===== config.mk =====
export PLATFORM = sky130hd
export DESIGN_NAME = lbus_master
export DESIGN_NICKNAME = d
export VERILOG_FILES = /design/src/rtl/lbus_pkg.sv /design/src/rtl/lbus_phase_ctr.sv /design/src/rtl/lbus_master.sv
export SDC_FILE = /design/constraint.sdc
export NUM_CORES = 1
export LEC_CHECK = 0
export BUFFER_PORTS_ARGS = -buffer_cell sky130_fd_sc_hd__buf_2
export CORE_MARGIN = 2
export CORE_UTILIZATION = 48
export DETAILED_ROUTE_END_ITERATION = 6
export PLACE_DENSITY = 0.79
export REMOVE_ABC_BUFFERS = 1
export SLEW_MARGIN = 5
export SYNTH_ARGS = -nofsm -noshare
export SYNTH_HDL_FRONTEND = slang
export SYNTH_HIERARCHICAL = 1
export SYNTH_SLANG_ARGS = --single-unit

===== constraint.sdc =====
create_clock -name clk -period 4.3 [get_ports clk]
set_clock_uncertainty 0.2 [all_clocks]
set_input_delay 0.86 -clock clk [delete_from_list [all_inputs] [get_ports clk]]
set_output_delay 0.86 -clock clk [all_outputs]
set_load 0.1 [all_outputs]

===== src/rtl/lbus_pkg.sv =====
// Shared definitions for the local-bus master.
// Holds the transaction state encoding, the request size encodings and the
// active-low byte-enable patterns driven onto the register-file bus, plus
// two small helpers that decode a request's legality and write byte enables.
package lbus_pkg;

    typedef enum logic [2:0] {
        IDLE,
        SETUP,
        STROBE,
        HOLD,
        RESP
    } lbus_state_t;

    localparam logic [1:0] SZ_BYTE    = 2'd0;
    localparam logic [1:0] SZ_HALF    = 2'd1;
    localparam logic [1:0] SZ_WORD    = 2'd2;
    localparam logic [1:0] SZ_ILLEGAL = 2'd3;

    // Byte enables are active low; bit 3 is the lowest byte lane, so a
    // right-justified byte pulls only bit 3 low.
    localparam logic [3:0] BE_WORD = 4'h0;
    localparam logic [3:0] BE_HALF = 4'h3;
    localparam logic [3:0] BE_BYTE = 4'h7;
    localparam logic [3:0] BE_NONE = 4'hF;

    // A request is rejected for the illegal size code or when the address
    // is not naturally aligned to the access size.
    function automatic logic req_is_bad(input logic [1:0] size, input logic [1:0] addr_lo);
        logic bad;
        bad = 1'b0;
        case (size)
            SZ_HALF: bad = addr_lo[0];
            SZ_WORD: bad = (addr_lo != 2'b00);
            SZ_BYTE: bad = 1'b0;
            default: bad = 1'b1;
        endcase
        return bad;
    endfunction

    function automatic logic [3:0] write_be(input logic [1:0] size);
        logic [3:0] be;
        be = BE_WORD;
        case (size)
            SZ_BYTE: be = BE_BYTE;
            SZ_HALF: be = BE_HALF;
            default: be = BE_WORD;
        endcase
        return be;
    endfunction

endpackage


===== src/rtl/lbus_phase_ctr.sv =====
// Loadable 4-bit down-counter timing the SETUP, STROBE and HOLD phases.
// Ports:
//   clk, rst  : clock and asynchronous active-high reset
//   load      : load load_val this cycle (asserted on every state entry)
//   load_val  : cycles-1 for the phase being entered
//   count     : current remaining count
//   done      : count has reached zero, the current cycle is the last one
module lbus_phase_ctr (
    input  logic       clk,
    input  logic       rst,
    input  logic       load,
    input  logic [3:0] load_val,
    output logic [3:0] count,
    output logic       done
);

    // Count down to zero and park there until the next phase reloads it.
    always_ff @(posedge clk or posedge rst) begin
        if (rst) begin
            count <= 4'd0;
        end else if (load) begin
            count <= load_val;
        end else if (count != 4'd0) begin
            count <= count - 4'd1;
        end
    end

    assign done = (count == 4'd0);

endmodule


===== src/rtl/lbus_master.sv =====
// Local-bus master: turns a valid/ready request into one strobed
// register-file transaction (SETUP -> STROBE -> HOLD) and reports the
// result on a single-cycle response pulse. Illegal or misaligned requests
// answer immediately with resp_err and never touch the bus.
// Ports:
//   clk, rst                          : clock, asynchronous active-high reset
//   req_valid/req_ready               : request handshake (ready only in IDLE)
//   req_write/req_size/req_addr/req_wdata : request fields
//   resp_valid/resp_rdata/resp_err    : completion pulse, read data, error
//   busy                              : transaction in progress
//   bus_addr/bus_din/bus_dout         : register-file address and data
//   bus_ws_n/bus_rs_n/bus_be/bus_as   : strobes, active-low byte enables,
//                                       address strobe
// All outputs are registered.
module lbus_master
    import lbus_pkg::*;
#(
    parameter int ADDR_W     = 24,
    parameter int DATA_W     = 32,
    parameter int SETUP_CYC  = 1,
    parameter int STROBE_CYC = 2,
    parameter int HOLD_CYC   = 1
) (
    input  logic              clk,
    input  logic              rst,
    input  logic              req_valid,
    output logic              req_ready,
    input  logic              req_write,
    input  logic [1:0]        req_size,
    input  logic [ADDR_W-1:0] req_addr,
    input  logic [DATA_W-1:0] req_wdata,
    output logic              resp_valid,
    output logic [DATA_W-1:0] resp_rdata,
    output logic              resp_err,
    output logic              busy,
    output logic [ADDR_W-1:0] bus_addr,
    output logic [DATA_W-1:0] bus_din,
    input  logic [DATA_W-1:0] bus_dout,
    output logic              bus_ws_n,
    output logic              bus_rs_n,
    output logic [3:0]        bus_be,
    output logic              bus_as
);

    // Phase lengths must fit the 4-bit phase counter and be non-zero.
    if (SETUP_CYC < 1 || SETUP_CYC > 15) begin : g_bad_setup
        $error("lbus_master: SETUP_CYC must be in 1..15");
    end
    if (STROBE_CYC < 1 || STROBE_CYC > 15) begin : g_bad_strobe
        $error("lbus_master: STROBE_CYC must be in 1..15");
    end
    if (HOLD_CYC < 1 || HOLD_CYC > 15) begin : g_bad_hold
        $error("lbus_master: HOLD_CYC must be in 1..15");
    end
    if (DATA_W != 32) begin : g_bad_data
        $error("lbus_master: DATA_W must be 32 (four byte lanes)");
    end

    lbus_state_t       state;
    lbus_state_t       state_next;
    logic              wr_q;
    logic              accept;
    logic              bad_req;
    logic              ctr_load;
    logic [3:0]        ctr_load_val;
    logic [3:0]        ctr_count;
    logic              ctr_done;
    logic              capture;
    logic [DATA_W-1:0] lane_din;

    assign accept  = (state == IDLE) && req_valid;
    assign bad_req = req_is_bad(req_size, req_addr[1:0]);
    // Read data is sampled once, at the end of the first HOLD cycle.
    assign capture = (state == HOLD) && !wr_q && (ctr_count == 4'(HOLD_CYC - 1));

    lbus_phase_ctr u_phase_ctr (
        .clk      (clk),
        .rst      (rst),
        .load     (ctr_load),
        .load_val (ctr_load_val),
        .count    (ctr_count),
        .done     (ctr_done)
    );

    always_ff @(posedge clk or posedge rst) begin
        if (rst) begin
            state <= IDLE;
        end else begin
            state <= state_next;
        end
    end

    // Next state plus counter reload; the counter is reloaded whenever the
    // state changes, with the length of the phase being entered.
    always_comb begin
        state_next   = state;
        ctr_load     = 1'b0;
        ctr_load_val = 4'd0;
        case (state)
            IDLE:    if (req_valid) state_next = bad_req ? RESP : SETUP;
            SETUP:   if (ctr_done) state_next = STROBE;
            STROBE:  if (ctr_done) state_next = HOLD;
            HOLD:    if (ctr_done) state_next = RESP;
            RESP:    state_next = IDLE;
            default: state_next = IDLE;
        endcase
        if (state_next != state) begin
            ctr_load = 1'b1;
            case (state_next)
                SETUP:   ctr_load_val = 4'(SETUP_CYC - 1);
                STROBE:  ctr_load_val = 4'(STROBE_CYC - 1);
                HOLD:    ctr_load_val = 4'(HOLD_CYC - 1);
                default: ctr_load_val = 4'd0;
            endcase
        end
    end

    // Write data is right-justified; lanes above the access size go to zero.
    always_comb begin
        lane_din = '0;
        case (req_size)
            SZ_BYTE: lane_din[7:0]  = req_wdata[7:0];
            SZ_HALF: lane_din[15:0] = req_wdata[15:0];
            default: lane_din       = req_wdata;
        endcase
    end

    // Output registers are decoded from the next state so each output
    // changes on the same edge as the state it belongs to.
    always_ff @(posedge clk or posedge rst) begin
        if (rst) begin
            wr_q       <= 1'b0;
            req_ready  <= 1'b1;
            busy       <= 1'b0;
            resp_valid <= 1'b0;
            resp_err   <= 1'b0;
            resp_rdata <= '0;
            bus_as     <= 1'b0;
            bus_ws_n   <= 1'b1;
            bus_rs_n   <= 1'b1;
            bus_be     <= BE_NONE;
            bus_addr   <= '0;
            bus_din    <= '0;
        end else begin
            req_ready  <= (state_next == IDLE);
            busy       <= (state_next != IDLE);
            resp_valid <= (state_next == RESP);
            resp_err   <= accept && bad_req;
            bus_as     <= (state_next == SETUP) || (state_next == STROBE) ||
                          (state_next == HOLD);
            bus_ws_n   <= !((state_next == STROBE) && wr_q);
            bus_rs_n   <= !((state_next == STROBE) && !wr_q);
            if (accept) begin
                resp_rdata <= '0;
                if (!bad_req) begin
                    wr_q     <= req_write;
                    bus_addr <= req_addr;
                    bus_be   <= req_write ? write_be(req_size) : BE_NONE;
                    bus_din  <= lane_din;
                end
            end
            if (capture) begin
                resp_rdata <= bus_dout;
            end
            if (state_next == RESP) begin
                bus_be <= BE_NONE;
            end
        end
    end

endmodule


==> summary.md, run 1 <==
| Metric | Value |
|---|---|
| WL/cell | 13.73 um |
| Hold/Removal Path Class | in -> async |
| Crit path top cell by count | buf_4 |
| Number of synthesized flops with an enable pin | 0 |
| Fraction of registers with async set/reset | 100.0% |
| RSZ-0062 raised after global routing | no |
| First-pass GRT wire length | 15620 um |
| Clk Tree Root Cell | clkbuf_8 |
| Dpl hpwl | 7183 um |
| Largest cells by area after synthesis | dfrtp_1 55%, mux2i_1 12%, mux2_2 7.2% |
| Final min period | 2.805 ns |
| CTS clk-pin slew, worst paths | 0.11 ns |
| Die W | 101.4 um |
| Cell family with the largest share of critical-path delay | buffers and inverters |
| Initial antenna violation count | 0 |
| Critical Path Fanout Max | 39 |
| IO Pins | 193 |
| Arr. time, crit path | 2.86 ns |
| Antenna Violating Nets Remaining | 0 |
| CP Data Required Time | 4.35 ns |
| Die Ht | 101.4 um |
| Slew HR | 22.08% |
| Top cell type by total area after synthesis | dfrtp_1 |
| Syn_area_per_cell | 11.58 um2 |
| Initial drt markers | 97 |
| Synth-to-layout area growth | 27.91% |
| Setup violators final | 0 |
| Fillcell total | 742 |
| Die area | 10270 um2 |
| Worst-Margin Slew | 1.169 ns |
| RePlAce Congestion | 0.7035 |
| TritonCTS clock tree | built |
| Final Hold Fails | 0 |
| Vias per inst | 4.751 |
| 1st-pass router iterations | 4 |
| Vias in the first global route | 3398 |
| Largest net degree at the start of global routing | 85 |
| Synth cell count leaders | 100 x dfrtp_1, 64 x nand2_1, 61 x inv_1, 56 x mux2i_1, 29 x mux2_2 |
| H-tree depth | 3 |
| Seq/Total Area, Yosys | 58.45% |
| Clk buf depth | 2 |
| Synth warn | 6 |
| CTS Hold Bufs | 0 |
| Setup tns final | 0 ns |
| Fin crit share | 65.24% |
| Clock Latency Late Sink | 0.37 ns |
| Routed vias | 3397 |
| # DRC | 0 |
| Total CTS buffers | 9 |
| Synth top area share | 54.99% |
| Post-Route WL | 9818 um |
| Initial Util | 49.25% |
| MaxCap Viol Count | 0 |
| Distinct cells, synth | 42 |
| Status | finished, final reports clean |
| Top-count cell post-synth | dfrtp_1 |
| Total core area | 9240 um2 |
| CTS Sinks | 106 |
| Main flop type after synthesis | dfrtp_1 |
| Share of layout cells above drive strength 1 | 44.37% |
| Critical path type | in -> reg |
| Gr usage total | 19.24% |
| Post-CTS setup buffers | 0 |
| Seq cells post-synth | 106 |
| Crit path largest cell delay | 0.49 ns |
| Critical path cell sequence | buf_2 > a21oi_1 > o21ai_4 > buf_4 > buf_4 > mux2_2 |
| Fin nets | 676 |
| # resized after CTS | 0 |
| Syn Inst Count | 393 |
| Floorplan row count | 35 |
| Startpoint types | primary input |
| Max Clock Freq | 356.4 MHz |
| Cell Area, Synth | 4551 um2 |
| Slowest-stage cell, CP | buf_4 |
| Pins Over Slew Limit | 0 |
| CP bufs+invs | 3 |
| Critical Path Sink Type | flop |
| Port Buffer Count | 192 |
| Ant. Diodes | 0 |
| Aggregate global routing overflow | 0 |
per-layer routing:
| metal | up-vias | part of all wire, % | global-route usage [%] |
|---|---|---|---|
| li1 | 1626 | - | - |
| met1 | 1611 | 42 | 23.40 |
| met2 | 148 | 47 | 32.40 |
| met3 | 12 | 9.6 | 7.039 |
| met4 | 0 | 1.2 | 5.301 |
| met5 | - | 0 | 0 |
flip-flops by register name, indices dropped and copies added, names as in the netlist:
signal and count:
bus_be 3, resp_rdata 32, state 3, bus_as 1, busy 1, u_phase_ctr/count 4
bus_addr 24, req_ready 1, bus_rs_n 1, resp_valid 1, bus_din 32, bus_ws_n 1
wr_q 1, resp_err 1
worst register-to-register path, cell delays in order, from the launching register on:
cell and delay, ns:
dfrtp_1 0.42, inv_1 0.10, ha_1 0.21, nor3b_4 0.46
nor2_1 0.10, o21bai_1 0.48, nor3_1 0.10, a221o_1 0.34
stage by stage:
step / cells / util, % / setup WS [ns] / cell area (um2) / hold WS (ns)
after global placement: 699 / 60.80 / 1.167 / 5618 / 0.2596
after detailed placement: 699 / 60.80 / 1.093 / 5618 / 0.2599
after CTS: 715 / 62.99 / 1.495 / 5821 / 0.1702
final: 715 / 62.99 / 1.495 / 5821 / 0.1824
after floorplan: 374 / - / 0.5744 / 4456 / 0.1987
after global routing: 715 / 62.99 / 1.368 / 5821 / 0.1737
kinds of logic after synthesis:
kind of cell	count (synthesis)	synth area share [%]
flip-flops	106	58.45
AND/OR/NAND/NOR	91	9.349
multiplexers	90	21.14
buffers and inverters	82	7.286
AO/OA/AOI/OAI	21	3.217
adder cells (fa/ha/maj)	1	0.2749
other	1	0.08241
XOR/XNOR	1	0.1925
final cells by class:
| class | instances | area, um2 | area share, % |
|---|---|---|---|
| clock buffers | 10 | 137.6 | 2.365 |
| clock inverters | 6 | 65.06 | 1.118 |
| inverters | 61 | 231.5 | 3.977 |
| multi-input cells | 207 | 1574 | 27.04 |
| flip-flops and latches | 106 | 2660 | 45.70 |
| well taps | 129 | 161.4 | 2.773 |
| repair buffers | 196 | 991.0 | 17.02 |
path summary, 6_finish.rpt:
| path | from | cells after the start | to | slack [ns] |
|---|---|---|---|---|
| min reg2reg | wr_q | 1 | bus_ws_n | 0.28 |
| min in group clk | wr_q | 1 | bus_ws_n | 0.28 |
| max | req_size[1] | 6 | bus_addr[4] | 1.49 |
| max in group asynchronous | rst | 3 | bus_din[27] | 2.52 |
| max reg2reg | u_phase_ctr/count[0] | 7 | u_phase_ctr/count[3] | 1.80 |
| min | rst | 2 | u_phase_ctr/count[2] | 0.18 |
layout by cell type, fill, tap and decap left out, types with 5 or more instances in the layout:
| cell | Yosys | routed |
|---|---|---|
| buf_2 | 10 | 192 |
| dfrtp_1 | 100 | 100 |
| nand2_1 | 64 | 64 |
| inv_1 | 61 | 60 |
| mux2i_1 | 56 | 56 |
| mux2_2 | 29 | 29 |
| clkbuf_8 | 0 | 10 |
| nor2_1 | 7 | 7 |
| dfstp_2 | 6 | 6 |
| mux2_4 | 5 | 5 |
Power of run 1 is left out: the tool's default activity adds up to more than one toggle a clock period on the data nets, which glitch-free logic cannot reach.
==> run 2: changes to the inputs <==
Settings changed: ABC_AREA set to 1, CORE_UTILIZATION 48 to 43, PLACE_DENSITY 0.79 to 0.76.
Clock period 4.3 ns to 2.4 ns, I/O delays scaled along.
==> run 2 against run 1 <==
Compared with the run above:
- register-to-register slack got worse by 1.6 ns
- design area fell by 1.5%
- wire length rose by 14%
- critical path depth rose by 7
- core utilization fell by 4.8 points
- final cell count rose by 16%
- synthesized area fell by 3.1%
- critical endpoint is now u_phase_ctr/count[0]
==> summary.md, run 2 <==
| Metric | Value |
|---|---|
| Status | finished, final reports clean |
| Post-Route WL | 11160 um (+14%) |
| Max Clock Freq | 458.1 MHz |
| Proportion of synthesized area in mux cells | 0% (-21 points) |
| CTS Sinks | 106 (unchanged) |
| Arr. time, crit path | 2.29 ns (-0.57 ns) |
| Dpl hpwl | 8246 um (+15%) |
| Synth top area share | 56.77% (+1.8 points) |
| Seq/Total Area, Yosys | 60.35% (+1.9 points) |
| Largest cells by area after synthesis | dfrtp_1 57%, nand2_1 15%, nand3_1 7.0% |
| Initial antenna violation count | 0 (unchanged) |
| Ant. Diodes | 0 (unchanged) |
| Die area | 11080 um2 (+7.8%) |
| Vias per inst | 4.842 (+1.9%) |
| Fin crit share | 90.96% |
| TritonCTS clock tree | built |
| Startpoint types | flop |
| Fin nets | 786 (+16%) |
| Aggregate global routing overflow | 0 (unchanged) |
| H-tree depth | 3 (unchanged) |
| Clk buf depth | 2 (unchanged) |
| Cell area after layout | 5736 um2 (-1.5%) |
| Port Buffer Count | 192 (unchanged) |
| WL/cell | 13.46 um (-2.0%) |
| Distinct cells, synth | 25 (-40%) |
| Worst-Margin Slew | 0.6008 ns (-0.5681 ns) |
| Biggest regs | bus_din (32), resp_rdata (32), bus_addr (24) |
| Syn Inst Count | 500 (+27%) |
| Synth warn | 6 (unchanged) |
| Die W | 105.2 um (+3.8%) |
| Hold/Removal Path Class | in -> reg |
| Synth cell count leaders | 178 x nand2_1, 100 x dfrtp_1, 62 x nand3_1, 51 x inv_1, 20 x o21ai_1 |
| MaxCap Viol Count | 0 (unchanged) |
| Syn_area_per_cell | 8.816 um2 (-24%) |
| XOR/XNOR share of the synthesized area | 0.1987% (+0.0062 points) |
| Largest family of logic cells by synthesized area | simple AND/OR/NAND/NOR gates |
| Post-Synth Adder-Cell Area | 0.2838% (+0.0089 points) |
| Clk Tree Root Cell | clkbuf_8 |
| RePlAce Congestion | 0.8975 (+28%) |
| Clock Latency Late Sink | 0.36 ns (about the same) |
| Commonest cells after routing, fill and taps aside | 192 x buf_2, 177 x nand2_1, 100 x dfrtp_1 |
| 1st-pass router iterations | 4 (unchanged) |
| First-pass GRT wire length | 18050 um (+16%) |
| Post-Route Utilization | 58.14% (-4.8 points) |
| Setup violators final | 0 (unchanged) |
| Fraction of registers with async set/reset | 100.0% (unchanged) |
| Critical Path Sink Type | flop |
| Pre-CTS setup slack | 0.08881 ns (-1.004 ns) |
| Worst R2R Path Depth | 13 (+6) |
| Routed vias | 4014 (+18%) |
| Seq cells post-synth | 106 (unchanged) |
| Commonest non-fill, non-tap cell in the layout | buf_2 |
| Cell Area, Synth | 4408 um2 (-3.1%) |
| Initial Util | 44.69% (-4.6 points) |
| Critical path type | reg -> reg |
| Antenna Violating Nets Remaining | 0 (unchanged) |
| Top cell type by total area after synthesis | dfrtp_1 |
| Synth-to-layout area growth | 30.12% |
| Final Hold Fails | 0 (unchanged) |
| Dpl cell area | 5507 um2 (-2.0%) |
| Top-count cell post-synth | nand2_1 |
| Largest net degree at the start of global routing | 60 (-29%) |
| Initial drt markers | 322 (+230%) |
| CP Data Required Time | 2.50 ns (-1.85 ns) |
| Share of layout cells above drive strength 1 | 35.20% (-9.2 points) |
| CTS clk-pin slew, worst paths | 0.10 ns (about the same) |
| Slew HR | 59.95% (+38 points) |
| Total CTS buffers | 9 (unchanged) |
| Critical Path Fanout Max | 8 (-79%) |
| Main flop type after synthesis | dfrtp_1 |
| Final worst slack | 0.2170 ns (-1.278 ns) |
| # DRC | 0 (unchanged) |
| Floorplan row count | 36 (+2.9%) |
| Setup tns final | 0 ns (unchanged) |
| RSZ-0062 raised after global routing | no |
| IO Pins | 193 (unchanged) |
| Synth Area in Simple Gates | 26.48% (+17 points) |
| Gr usage total | 20.10% (+0.86 points) |
| Compound-gate portion of the synthesized area | 4.939% (+1.7 points) |
| Total core area | 9864 um2 (+6.8%) |
| Hold depth | 3 |
| Pins Over Slew Limit | 0 (unchanged) |
| Number of synthesized flops with an enable pin | 0 (unchanged) |
| Final min period | 2.183 ns |
| Vias in the first global route | 3790 (+12%) |
| Post-CTS setup buffers | 0 (unchanged) |
| Die Ht | 105.2 um (+3.8%) |
## run 2: per-layer routing
layer / GRT usage [%] / routed length [um] / part of all wire [%] / vias to the layer above
met5: 0 / 0 / 0 / -
met4: 7.619 / 209 / 1.9 / 0
met3: 5.566 / 1032 / 9.2 / 15
met2: 31.57 / 5060 / 45 / 180
met1: 26.58 / 4857 / 44 / 1884
li1: - / - / - / 1935
## run 2: path summary, 6_finish.rpt
check	from	end	slack [ns]
max	u_phase_ctr/count[0]	u_phase_ctr/count[0]	0.22
min	req_wdata[0]	bus_din[0]	0.12
max reg2reg	u_phase_ctr/count[0]	u_phase_ctr/count[0]	0.22
min reg2reg	wr_q	bus_ws_n	0.26
max in group asynchronous	rst	bus_be[1]	0.93
min in group asynchronous	rst	u_phase_ctr/count[3]	0.41
## run 2: per-stage QoR
step	hold WS [ns]	cells
floorplan	0.04608	478
global route	0.1035	829
detailed placement	0.2190	812
global placement	0.2075	812
finish	0.1161	829
CTS	0.09784	829
## run 2: area by class of cell
class	count	area (um2)
Sequential cell	106	2660
Tap cell	133	166.4
Clock inverter	5	62.56
Timing Repair Buffer	202	1064
Fill cell	870	4129
Inverter	55	209.0
Clock buffer	11	151.4
Multi-Input combinational cell	317	1423
## run 2: cell families (layout without fill, tap and decap cells)
logic type,count (synthesis),count (layout)
adders and majority gates,1,1
AOI/OAI and AO/OA,43,43
xor gates and xnor gates,1,1
buffers and inverters,79,273
and+or+nand+nor,269,269
DFF,106,106
other,1,3
## run 2: repair_timing
action                                 4_1_cts  5_1_grt
resized for setup                            0        3
endpoints found under the hold margin       60        0
setup endpoints to repair                    0        4
hold buffers                                 1        0
## run 2: worst max-delay path: stages (launching register included)
cell,delay [ns]
dfrtp_1,0.40
inv_1,0.09
ha_1,0.23
nand2_2,0.12
inv_1,0.10
nor3_1,0.28
nor2_2,0.10
nand3_2,0.09
nand2_1,0.06
nand2_2,0.16
nand2_1,0.07
o21ai_0,0.09
nand2_1,0.08
nand2_1,0.06
Power of run 2 is left out for the same reason.
